**src/rtl/genius_playback_ctrl.sv**
```systemverilog
// Plays a stored colour sequence on one-hot LEDs, paced by rising edges of a
// selectable divided game clock that is sampled as ordinary data.
`timescale 1ns/1ps
module genius_playback_ctrl (
  input  logic       clk_i,
  input  logic       rst_i,
  input  logic       clk_1,
  input  logic       clk_2,
  input  logic       clk_3,
  input  logic       clk_5,
  input  logic [1:0] level_i,
  input  logic       start_i,
  input  logic       abort_i,
  input  logic [4:0] seq_len_i,
  input  logic [1:0] mem_data_i,
  output logic [4:0] mem_addr_o,
  output logic [3:0] led_o,
  output logic       busy_o,
  output logic       done_o
);

  // state | meaning
  // IDLE  | waiting for a start request
  // PRE   | lead-in tick before the first step, LEDs dark
  // SHOW  | current colour lit
  // GAP   | LEDs dark between steps
  // FIN   | one-cycle completion pulse, then back to IDLE
  typedef enum logic [2:0] {
    IDLE = 3'd0,
    PRE  = 3'd1,
    SHOW = 3'd2,
    GAP  = 3'd3,
    FIN  = 3'd4
  } state_t;

  state_t     state_q, state_d;
  logic [3:0] clk_now, clk_prev;
  logic [1:0] level_q;
  logic [4:0] len_q;
  logic [4:0] addr_q;
  logic [3:0] led_q;
  logic       load_pend_q;
  logic       tick;
  logic       start_ok;
  logic       last_step;

  function automatic logic [3:0] onehot(input logic [1:0] code);
    return 4'b0001 << code;
  endfunction

  assign clk_now   = {clk_5, clk_3, clk_2, clk_1};
  assign tick      = clk_now[level_q] & ~clk_prev[level_q];
  assign start_ok  = start_i & ~abort_i & (seq_len_i != 5'd0);
  assign last_step = (addr_q == (len_q - 5'd1));

  always_ff @(posedge clk_i) begin
    if (rst_i) begin
      state_q <= IDLE;
    end else begin
      state_q <= state_d;
    end
  end

  always_comb begin
    state_d = state_q;
    case (state_q)
      IDLE: if (start_ok) state_d = PRE;
      PRE: begin
        if (abort_i)   state_d = IDLE;
        else if (tick) state_d = SHOW;
      end
      SHOW: begin
        if (abort_i)   state_d = IDLE;
        else if (tick) state_d = GAP;
      end
      GAP: begin
        if (abort_i)   state_d = IDLE;
        else if (tick) state_d = last_step ? FIN : SHOW;
      end
      FIN:     state_d = IDLE;
      default: state_d = IDLE;
    endcase
  end

  always_comb begin
    busy_o = (state_q != IDLE);
    done_o = 1'b0;
    led_o  = 4'b0000;
    case (state_q)
      SHOW:    led_o  = led_q;
      FIN:     done_o = ~abort_i;
      default: ;
    endcase
  end

  assign mem_addr_o = addr_q;

  // After a GAP tick the address moves first; the colour is captured one
  // cycle later so the asynchronous memory read has settled on the new index.
  always_ff @(posedge clk_i) begin
    if (rst_i) begin
      clk_prev    <= 4'b0000;
      level_q     <= 2'd0;
      len_q       <= 5'd0;
      addr_q      <= 5'd0;
      led_q       <= 4'b0000;
      load_pend_q <= 1'b0;
    end else begin
      clk_prev <= clk_now;
      case (state_q)
        IDLE: begin
          led_q       <= 4'b0000;
          load_pend_q <= 1'b0;
          if (start_ok) begin
            level_q <= level_i;
            len_q   <= seq_len_i;
            addr_q  <= 5'd0;
          end
        end
        PRE: if (tick) led_q <= onehot(mem_data_i);
        SHOW: begin
          if (tick) begin
            led_q       <= 4'b0000;
            load_pend_q <= 1'b0;
          end else if (load_pend_q) begin
            led_q       <= onehot(mem_data_i);
            load_pend_q <= 1'b0;
          end
        end
        GAP: begin
          if (tick && !last_step) begin
            addr_q      <= addr_q + 5'd1;
            load_pend_q <= 1'b1;
          end
        end
        FIN:     addr_q <= 5'd0;
        default: ;
      endcase
      if (abort_i && (state_q != IDLE)) begin
        addr_q      <= 5'd0;
        led_q       <= 4'b0000;
        load_pend_q <= 1'b0;
      end
    end
  end

endmodule

```
**config.mk**
```make
export PLATFORM = sky130hd
export DESIGN_NAME = genius_playback_ctrl
export DESIGN_NICKNAME = d
export VERILOG_FILES = /design/src/rtl/genius_playback_ctrl.sv
export SDC_FILE = /design/constraint.sdc
export NUM_CORES = 1
export LEC_CHECK = 0
export CORE_ASPECT_RATIO = 2
export CORE_MARGIN = 5
export CORE_UTILIZATION = 49
export CTS_CLUSTER_DIAMETER = 30
export DETAILED_ROUTE_END_ITERATION = 8
export PLACE_DENSITY_LB_ADDON = 0.15
export RECOVER_POWER = 100
export SLEW_MARGIN = 10
export SYNTH_ARGS = -nofsm -noshare
export SYNTH_HDL_FRONTEND = slang
export SYNTH_SLANG_ARGS = --single-unit
```
**constraint.sdc**
```tcl
create_clock -name clk_i -period 2.4 [get_ports clk_i]
set_input_delay 0.36 -clock clk_i [delete_from_list [all_inputs] [get_ports clk_i]]
set_output_delay 0.36 -clock clk_i [all_outputs]
set_load 0.005 [all_outputs]
```
==> results.toml <==
[outcome]
status = "finished, final reports clean"

[clock_tree]
hold_buffers = 0
cts_num_sinks = 24
tritoncts = "yes"
clk_latency_ns = 0.27
clk_pin_slew_ns = 0.09
root_buffer = "clkbuf_8"
cts_setup_buffers = 0
numCtsBuffers = 3
cts_buffer_depth = 2
ctsResizeCount = 0
cts-htree-levels = 1

[yosys]
synth_area_sq_um = 1290
synth-seq-cells = 24
synth-async-reset-ratio = 0
synth_common_cells = "dfxtp_1 (24), nor2_1 (12), mux2i_1 (11), nand2_1 (11)"
yosysUniqueCellTypes = 35
ys_seq_area_frac = 0.372
synthFlopType = "dfxtp_1"
mappedNetlistNets = 169
synth_warnings = 0
synth.most_common_cell = "dfxtp_1"
synthTopCellsByArea = "dfxtp_1 (37%), mux2i_1 (8.5%), nor2_1 (3.5%)"
yosys.area.top_type = "dfxtp_1"
yosys.area.top_type_share = 0.372
synth_edf_count = 0
syn_inst = 150
syn_avg_cell_area_sq_um = 8.62

[detailed_routing]
vias = 1189
firstDrtPassIters = 4
via_per_inst = 5.77
wire_per_inst_microns = 14.9
drt-total-wl_mm = 3.06
drc = 0
drt_iter0_drc = 37
ant_nets = 0

[critical_path]
startpoint = "clk_1"
crit_arrival_ns = 2.48
cp_cell_sequence = "clkdlybuf4s50_1 -> nand2b_1 -> mux4_2 -> or3_4 -> or4_1 -> a31oi_1"
path_delay_family = "simple AND/OR/NAND/NOR gates"
worst-endpoint-required_ns = 2.59
crit_path_end_kind = "flip-flop"
slowest_stage = "mux4_2"
critPathKind = "in -> reg"
r2r-start = "clk_prev[0]"
crit_buf_inv = 1
slowest_delay_ns = 0.49
cp-start-kind = "input pin"
path_max_fanout = 7

[grt]
grt_usage = 0.176
grt_max_degree = 15
grt_pass1_vias = 1177
grt_pass1_wl_mm = 5.06
grt_overflow_total = 0
antenna_found_initial = 0

[die]
fp.dieW_microns = 46.3
core_area_sq_um = 2540
placementRows = 26
die_area_sq_um = 3830
die_h_microns = 82.6
start_util = 0.509
num_io_pins = 28

[timing]
slew_headroom = 0.587
layout_setup_ws_ns = 0.115
rsz0062_at_grt = "no"
tightest_slew_ns = 0.616
hold_violations = 0
setup_viol = 0
drv_slew = 0
fmax_ghz = 0.438
worst_clock_skew_ns = 0.00372
final.period_utilization = 0.952
period_minus_slack_ns = 2.28
holdWs_ns = 0.468

[layout]
nets = 198
diodes = 0
drive_gt1_frac = 0.0674
syn_to_final_growth_pct = 29.4
utilization = 0.659

[placed_design]
portBuffers = 27
dp_hpwl_mm = 2.37
place_ws_ns = -0.216
gp_congestion = 0.915

[min_path]
hp-start = "led_q[0]"
min_path_type = "reg -> reg"

[power]
power_density_nw_per_um2 = 697
p_leak_nw = 0.685
vdd_drop_max_uv = 591

[job]
max_cap_viol_count = 0
stage by stage:
stage          setup TNS [ns]  area, sq um  power [mW]  std cells
6_report                    0         1670        1.17        206
4_1_cts                     0         1680        1.17        206
3_3_place_gp           -0.423         1600       0.812        202
2_1_floorplan               0         1290       0.717        150
3_5_place_dp           -0.653         1600       0.822        202
5_1_grt                     0         1670        1.24        206
flip-flops by register name (all words and copies together), names as in the netlist:
signal and count:
clk_prev 4, state_q 3, led_q 4, len_q 5, level_q 2, load_pend_q 1, mem_addr_o 5
final timing paths:
kind                   end  slack (ns)  cells after the start
max          mem_addr_o[4]        0.12                      6
min               led_q[0]        0.47                      2
max reg2reg  mem_addr_o[4]        0.31                      5
min reg2reg       led_q[0]        0.47                      2
cell type report:
type | count | area [sq um]
well taps | 28 | 35.0
clock buffers | 3 | 41.3
multi-input cells | 114 | 771
repair buffers | 32 | 300
flip-flops and latches | 24 | 480
fillers | 238 | 865
inverters | 4 | 15.0
clock inverters | 1 | 30.0
metal layers:
layer	GRT usage	vias up	share of wire
met5	0	-	0
met4	0.0826	0	0.025
met3	0.0260	9	0.031
met2	0.312	21	0.56
met1	0.196	561	0.38
li1	-	598	-
kinds of logic after synthesis:
logic type	synth area share
buffers and inverters	0.0358
AO/OA/AOI/OAI	0.136
AND/OR/NAND/NOR	0.277
adder cells (fa/ha/maj)	0.0194
flip-flops	0.372
XOR/XNOR	0.0581
multiplexers	0.103
placed cells by master, fill, tap and decap left out, drive strengths merged, types with 5 or more instances in the layout:
| cell type | n |
|---|---|
| o21ai | 5 |
| clkbuf | 5 |
| clkdlybuf4s50 | 14 |
| a21oi | 6 |
| or3 | 5 |
| dfxtp | 24 |
| nand2 | 11 |
| nor3b | 5 |
| nor3 | 7 |
| dlygate4sd3 | 13 |
| nand2b | 7 |
| nor2 | 12 |
| mux2i | 11 |
| nor2b | 5 |
where the power goes:
part,total (mW),internal (mW),switching [mW]
Sequential,0.470,0.427,0.0425
Combinational,0.339,0.165,0.175
Clock,0.356,0.223,0.133
worst register-to-register path: stages, from the launching register on:
cell      delay (ns)
dfxtp_1         0.31
nand2b_1        0.14
mux4_2          0.49
or3_4           0.42
or4_1           0.47
a31oi_1         0.19
Power figures use the tool's default switching activity.
